$ cat config.mk
export PLATFORM = sky130hd
export DESIGN_NAME = lpc_io_cycle_ctrl_flat
export DESIGN_NICKNAME = d
export VERILOG_FILES = /design/src/rtl/lpc_io_cycle_ctrl_if.sv /design/src/rtl/lpc_io_cycle_ctrl.sv /design/src/flat_wrapper.sv
export SDC_FILE = /design/constraint.sdc
export NUM_CORES = 1
export LEC_CHECK = 0
export CAP_MARGIN = 25
export CORE_MARGIN = 3
export CORE_UTILIZATION = 59
export CTS_BUF_LIST = sky130_fd_sc_hd__clkbuf_8
export CTS_CLUSTER_DIAMETER = 40
export DETAILED_ROUTE_END_ITERATION = 16
export PLACE_DENSITY_LB_ADDON = 0.12
export SYNTH_ARGS = -nofsm -noshare
export SYNTH_HDL_FRONTEND = slang
export SYNTH_SLANG_ARGS = --single-unit
$ cat constraint.sdc
create_clock -name LpcClock -period 6.2 [get_ports LpcClock]
set_clock_uncertainty 0.1 [all_clocks]
set_input_delay 0.93 -clock LpcClock [delete_from_list [all_inputs] [get_ports LpcClock]]
set_output_delay 0.93 -clock LpcClock [all_outputs]
set_load 0.01 [all_outputs]
$ cat src/rtl/lpc_io_cycle_ctrl_if.sv
// LPC pin and register-file signals seen by the LPC I/O cycle controller.
// The controller connects through the slave modport; the host/pad side uses master.
interface lpc_io_cycle_ctrl_if;
    logic       LFrame_n;
    logic [3:0] LAD_in;
    logic [3:0] LAD_out;
    logic       LAD_oe;
    logic [7:0] RdData;
    logic [7:0] Addr;
    logic       Wr;
    logic [7:0] DataWr;

    modport slave (
        input  LFrame_n, LAD_in, RdData,
        output LAD_out, LAD_oe, Addr, Wr, DataWr
    );

    modport master (
        output LFrame_n, LAD_in, RdData,
        input  LAD_out, LAD_oe, Addr, Wr, DataWr
    );
endinterface

$ cat src/rtl/lpc_io_cycle_ctrl.sv
// LPC slave front end: decodes host I/O read/write cycles into a 32-byte register window
// and returns read data on LAD. Every pad and register-file output is a flop.
module lpc_io_cycle_ctrl #(
    parameter logic [15:0] BASE_ADDR = 16'h0800,
    parameter int unsigned SYNC_WAIT = 0
) (
    input  logic               LpcClock,
    input  logic               PciReset,
    lpc_io_cycle_ctrl_if.slave bus
);

    typedef enum logic [3:0] {
        IDLE, CYC, ADR3, ADR2, ADR1, ADR0, DIN0, DIN1,
        HTAR0, HTAR1, SYNC, DOUT0, DOUT1, PTAR0, PTAR1
    } state_e;

    localparam logic [2:0] SyncLast = SYNC_WAIT[2:0];

    state_e      state_q, state_d;
    logic [2:0]  cnt_q, cnt_d;
    logic [15:0] ioaddr_q, ioaddr_d;
    logic [7:0]  data_q, data_d;
    logic        write_q, write_d;
    logic [7:0]  addr_q, addr_d;
    logic [3:0]  lad_out_q, lad_out_d;
    logic        lad_oe_q, lad_oe_d;
    logic        wr_q, wr_d;
    logic [7:0]  data_wr_q, data_wr_d;

    always_comb begin
        // NOTE: every _d gets a default first, so no path through this block can infer a latch.
        state_d   = state_q;
        cnt_d     = cnt_q;
        ioaddr_d  = ioaddr_q;
        data_d    = data_q;
        write_d   = write_q;
        addr_d    = addr_q;
        lad_out_d = 4'hF;
        lad_oe_d  = 1'b0;
        wr_d      = 1'b0;
        data_wr_d = data_wr_q;

        if (!bus.LFrame_n) begin
            // START or abort: the host owns the bus again, whatever we were doing.
            state_d = (bus.LAD_in == 4'b0000) ? CYC : IDLE;
        end else begin
            unique case (state_q)
                IDLE: state_d = IDLE;
                CYC: begin
                    if (bus.LAD_in[3:1] == 3'b000) begin
                        write_d = 1'b0;
                        state_d = ADR3;
                    end else if (bus.LAD_in[3:1] == 3'b001) begin
                        write_d = 1'b1;
                        state_d = ADR3;
                    end else begin
                        state_d = IDLE;
                    end
                end
                ADR3: begin
                    ioaddr_d = {ioaddr_q[11:0], bus.LAD_in};
                    state_d  = ADR2;
                end
                ADR2: begin
                    ioaddr_d = {ioaddr_q[11:0], bus.LAD_in};
                    state_d  = ADR1;
                end
                ADR1: begin
                    ioaddr_d = {ioaddr_q[11:0], bus.LAD_in};
                    state_d  = ADR0;
                end
                ADR0: begin
                    ioaddr_d = {ioaddr_q[11:0], bus.LAD_in};
                    if (ioaddr_d[15:5] == BASE_ADDR[15:5]) begin
                        addr_d  = {3'b000, ioaddr_d[4:0]};
                        state_d = write_q ? DIN0 : HTAR0;
                    end else begin
                        state_d = IDLE;
                    end
                end
                DIN0: begin
                    data_d  = {data_q[7:4], bus.LAD_in};
                    state_d = DIN1;
                end
                DIN1: begin
                    data_d  = {bus.LAD_in, data_q[3:0]};
                    state_d = HTAR0;
                end
                HTAR0: state_d = HTAR1;
                HTAR1: begin
                    // Addr has been stable since HTAR0, so RdData has settled by now.
                    if (!write_q) data_d = bus.RdData;
                    cnt_d   = 3'd0;
                    state_d = SYNC;
                end
                SYNC: begin
                    if (cnt_q == SyncLast) state_d = write_q ? PTAR0 : DOUT0;
                    else                   cnt_d   = cnt_q + 3'd1;
                end
                DOUT0: state_d = DOUT1;
                DOUT1: state_d = PTAR0;
                PTAR0: state_d = PTAR1;
                PTAR1: state_d = IDLE;
                default: state_d = IDLE;
            endcase
        end

        // Outputs are decoded from the next state so they line up with it once registered.
        unique case (state_d)
            SYNC: begin
                lad_oe_d  = 1'b1;
                lad_out_d = (cnt_d == SyncLast) ? 4'b0000 : 4'b0110;
                if (write_d && cnt_d == SyncLast) begin
                    wr_d      = 1'b1;
                    data_wr_d = data_d;
                end
            end
            DOUT0: begin
                lad_oe_d  = 1'b1;
                lad_out_d = data_d[3:0];
            end
            DOUT1: begin
                lad_oe_d  = 1'b1;
                lad_out_d = data_d[7:4];
            end
            PTAR0: lad_oe_d = 1'b1;
            default: ;
        endcase
    end

    // NOTE: sequential state uses non-blocking assignments only, so every flop sees pre-edge values.
    always_ff @(posedge LpcClock) begin
        if (PciReset) begin
            state_q   <= IDLE;
            cnt_q     <= 3'd0;
            ioaddr_q  <= 16'h0000;
            data_q    <= 8'h00;
            write_q   <= 1'b0;
            addr_q    <= 8'h00;
            lad_out_q <= 4'hF;
            lad_oe_q  <= 1'b0;
            wr_q      <= 1'b0;
            data_wr_q <= 8'h00;
        end else begin
            state_q   <= state_d;
            cnt_q     <= cnt_d;
            ioaddr_q  <= ioaddr_d;
            data_q    <= data_d;
            write_q   <= write_d;
            addr_q    <= addr_d;
            lad_out_q <= lad_out_d;
            lad_oe_q  <= lad_oe_d;
            wr_q      <= wr_d;
            data_wr_q <= data_wr_d;
        end
    end

    assign bus.LAD_out = lad_out_q;
    assign bus.LAD_oe  = lad_oe_q;
    assign bus.Addr    = addr_q;
    assign bus.Wr      = wr_q;
    assign bus.DataWr  = data_wr_q;

endmodule
$ cat src/flat_wrapper.sv
// flat-port wrapper written by rule: the top's interface ports become plain ports
module lpc_io_cycle_ctrl_flat 
#(
    parameter logic [15:0] BASE_ADDR = 16'h0800,
    parameter int unsigned SYNC_WAIT = 0
)
  (LpcClock, PciReset, bus_LFrame_n, bus_LAD_in, bus_RdData, bus_LAD_out, bus_LAD_oe, bus_Addr, bus_Wr, bus_DataWr);
  lpc_io_cycle_ctrl_if bus_i ();
  input  logic LpcClock;
  input  logic PciReset;
  input wire logic [$bits(bus_i.LFrame_n)-1:0] bus_LFrame_n;
  input wire logic [$bits(bus_i.LAD_in)-1:0] bus_LAD_in;
  input wire logic [$bits(bus_i.RdData)-1:0] bus_RdData;
  output wire logic [$bits(bus_i.LAD_out)-1:0] bus_LAD_out;
  output wire logic [$bits(bus_i.LAD_oe)-1:0] bus_LAD_oe;
  output wire logic [$bits(bus_i.Addr)-1:0] bus_Addr;
  output wire logic [$bits(bus_i.Wr)-1:0] bus_Wr;
  output wire logic [$bits(bus_i.DataWr)-1:0] bus_DataWr;
  assign bus_i.LFrame_n = bus_LFrame_n;
  assign bus_i.LAD_in = bus_LAD_in;
  assign bus_i.RdData = bus_RdData;
  assign bus_LAD_out = bus_i.LAD_out;
  assign bus_LAD_oe = bus_i.LAD_oe;
  assign bus_Addr = bus_i.Addr;
  assign bus_Wr = bus_i.Wr;
  assign bus_DataWr = bus_i.DataWr;
  lpc_io_cycle_ctrl #(.BASE_ADDR(BASE_ADDR), .SYNC_WAIT(SYNC_WAIT)) u_core (.LpcClock(LpcClock), .PciReset(PciReset), .bus(bus_i));
endmodule
==> results.md <==
- The run finished with clean final reports.
- The total non-filler cell area in the finished layout is 2710 µm².
- Of all flip-flops after synthesis, the portion carrying an async set or reset was 0%.
- The standard cell core area is 3740 µm².
- Summing all flip-flop and latch instances after layout gives 941 µm².
- In the final layout, the share of cells above drive strength 1 is 10.7%.
- The maximum clock insertion buffer count is 2.
- The final net count is 288.
- The largest area contributor in the netlist is dfxtp_1.
- Power comes to 538 µW.
- Of all nets on the critical path, the largest fanout is 8.
- At the end of routability-driven placement, the weighted congestion stood at 0.884.
- The final setup violation count is 0.
- A synthesized cell averages 9.50 µm².
- The worst hold path passes through 2 cells.
- In this run, the number of DRC markers left after iteration 0 of detailed routing was 231.
- The worst setup path is launched from an input port.
- The antenna diode count is 0.
- The final-report hold violation count came to 0.
- The die span in x is 68.8 µm.
- The average routed wire per standard cell is 15.4 µm.
- The root cell of the clock tree is clkbuf_8.
- The worst ir drop on vdd is 0.168 mV.
- The area of the die is 4730 µm².
- The clock insertion delay at the later pin of the skew report is 0.29 ns.
- For this run, the top clock speed supported by timing is 0.313 GHz.
- The clock transition at the registers of the reported paths is 0.08 ns.
- The floorplan has 22 rows.
- The detailed route wirelength on metal2 is 2240 µm.
- STA classifies the critical path endpoint as a flip-flop.
- Headroom to the max-slew limit came out at 51.1%.
- The power density over the cells is 199 nW/µm².
- Routed signal wires occupy layers up through met4.
- For this run, the detailed router's first-pass iteration total came to 4.
- The number of routed nets with antenna violations is 0.
- The layout has 325 filler cells.
- After detailed routing, the met3 layer carries 425 µm of wire.
- In this run, synthesis produced a sequential element count of 47.
- The total congestion overflow is 0.
- The number of distinct library cells after synthesis is 59.
- In this run, synthesis inferred 0 flip-flops with an integrated enable.
- The worst-case register-to-register setup slack is 3.57 ns.
- The total leakage power is 1.01 nW.
- The number of clock sinks is 47.
- The combined area of the multi-input logic cells is 1230 µm².
- The critical path is of the in -> reg type.
- The max-slew violation total from the final report is 0.
- The quantity of hold-fixing buffers added after cts is 0.
- Once the clock tree was built, the resizer swapped 0 gates to a different size.
- Setup repair after global routing left no endpoint under its margin.
- The commonest non-fill, non-tap cell in the layout is dfxtp_1.
- Across all hold checks on the routed design, the worst slack comes to 0.404 ns.
- The end point of the worst hold path is u_core.ioaddr_q[8].
- The max-capacitance violation count is 0.
- The worst path required time is 6.29 ns.
- The final setup slack of the worst path is 3.01 ns.
- The number of port buffers is 33.
- Of the available clock period, the critical path in the final layout requires 51.5%.
- The TritonCTS buffer count is 5.
- The placed instances occupy a cell area of 2600 µm².
- The die extent in y is 68.8 µm.
- The H-tree generated during clock tree synthesis spans 2 levels.
- Before CTS, the worst setup slack after placement is 2.69 ns.
- The proportion of netlist area held by the largest area contributor is 40.4%.
- Across all layers, the routed design uses 1898 vias.
- TritonCTS built the clock tree.
- The initial antenna violation count was 0.
- The share of the Yosys chip area taken by registers is 40.4%.
- Measured in cells, the most critical reg-to-reg path has a length of 6.
- The all-layer global routing usage is 22.5%.
- The global-route wire length before repair is 7910 µm.
- Post-CTS timing repair inserted 0 buffers for setup.
- The library cells used most frequently in the layout, excluding fill and tap cells, are 47 x dfxtp_1, 37 x nor2_1, 33 x clkdlybuf4s50_1.
- In this run the most critical hold path is launched from u_core.ioaddr_q[8].
- The slew of the pin with the lowest slew margin is 0.732 ns.
- Detailed placement finished with a half-perimeter wire length of 3520 µm.
- The maximum number of pins on one net before global-route repair is 41.
- After synthesis the cells add up to 2330 µm².
- Counting I/O delays and the setup requirement, the final critical path takes 3.19 ns.
- The most used flip-flop cell after synthesis is dfxtp_1.
- The total negative setup slack is 0 ns.
- The average vias per placed instance is 5.95.
- The post-detailed-route DRC marker count is 0.
- The layout overhead on the synthesized area is 16.4%.
- In this run the worst hold path is classified as reg -> reg.
- The I/O pin count is 37.
- The met1 routed wirelength after detailed routing is 2170 µm.
- The endpoint identified for the worst register-to-register timing path is u_core.bus.DataWr[4].
- For this configuration, the core starts out at a cell density of 62.2%.
- Synthesis produced 245 cells.
- The final layout contains routed wiring with a total length of 4920 µm.
- The number of warnings issued by yosys is 0.
- The startpoint of the worst register-to-register path is u_core.state_q[2].
- The via count of the first global-routing pass is 1685.
- In the post-synthesis netlist, the biggest area contributors are dfxtp_1 40%, mux2i_1 8.2%, nor2_1 6.0%, a21oi_1 4.1%, mux2_4 2.6%.
- Data on the critical path arrives at its endpoint at 3.28 ns.
kinds of logic after synthesis:
logic type	share of synthesized area, %
other	0.161
buffers and inverters	6.88
multiplexers	10.8
XOR/XNOR	0.753
adder cells (fa/ha/maj)	1.08
AO/OA/AOI/OAI	17.5
flip-flops	40.4
AND/OR/NAND/NOR	22.4
cell usage after synthesis (2+ instances only):
cell      count
dfxtp_1      47
nor2_1       37
a21oi_1      19
mux2i_1      19
nand2_1       8
inv_1         7
nand3_1       7
a31oi_1       6
a32oi_1       6
buf_6         5
clkbuf_1      5
a211oi_2      4
mux2_4        4
nor2b_1       4
nor4_1        4
buf_4         3
o21ai_0       3
o221ai_1      3
o311ai_0      3
a22oi_1       2
and2_1        2
and3_4        2
and4b_1       2
buf_1         2
ha_1          2
nand2b_1      2
nand4_1       2
nor2b_2       2
o22a_1        2
xor2_1        2
sequential cells by signal, indices dropped and copies added, names as in the netlist:
name                count
u_core.bus.Addr         5
u_core.bus.DataWr       8
u_core.bus.LAD_oe       1
u_core.bus.LAD_out      4
u_core.bus.Wr           1
u_core.cnt_q            3
u_core.data_q           8
u_core.ioaddr_q        12
u_core.state_q          4
u_core.write_q          1
critical path: stages:
cell and delay (ns):
clkdlybuf4s50_1 0.54, o311ai_0 0.44, o311ai_2 0.26, and4b_1 0.45, and3_4 0.34, mux2_4 0.31
how the worst max path moves through the flow:
stage | to | slack, ns | cells after the start | start
6_report | u_core.bus.DataWr[4] | 3.01 | 6 | bus_LAD_in[2]
5_1_grt | u_core.bus.DataWr[6] | 2.82 | 6 | bus_LAD_in[2]
4_1_cts | u_core.bus.DataWr[4] | 3.01 | 6 | bus_LAD_in[2]
3_5_place_dp | u_core.bus.DataWr[4] | 2.69 | 6 | bus_LAD_in[2]
3_3_place_gp | u_core.bus.DataWr[5] | 2.76 | 6 | bus_LAD_in[2]
2_1_floorplan | u_core.bus.DataWr[4] | 3.46 | 7 | bus_LAD_in[2]
power breakdown:
group	switching, mW	internal [mW]	leakage [nW]
Sequential	0.000251	0.302	0.379
Clock	0.0982	0.118	0.0502
Combinational	0.0110	0.00952	0.578
final cells by class:
type,instances,area share [%]
inverters,8,1.11
clock inverters,2,1.39
well taps,48,2.22
clock buffers,5,2.54
multi-input cells,175,45.5
flip-flops and latches,47,34.7
repair buffers,34,12.5
through the flow:
| step | cells | utilization [%] |
|---|---|---|
| after floorplan | 247 | - |
| after global placement | 312 | 69.5 |
| after detailed placement | 312 | 69.5 |
| after CTS | 319 | 72.4 |
| after global routing | 319 | 72.4 |
| final | 319 | 72.4 |
metal layers:
| metal | vias up | global-route usage (%) |
|---|---|---|
| met2 | 76 | 35.3 |
| met1 | 875 | 30.5 |
| met5 | - | 0 |
| met4 | 0 | 6.08 |
| met3 | 8 | 6.16 |
| li1 | 939 | - |
No activity file was read; power rests on OpenSTA's default activity.
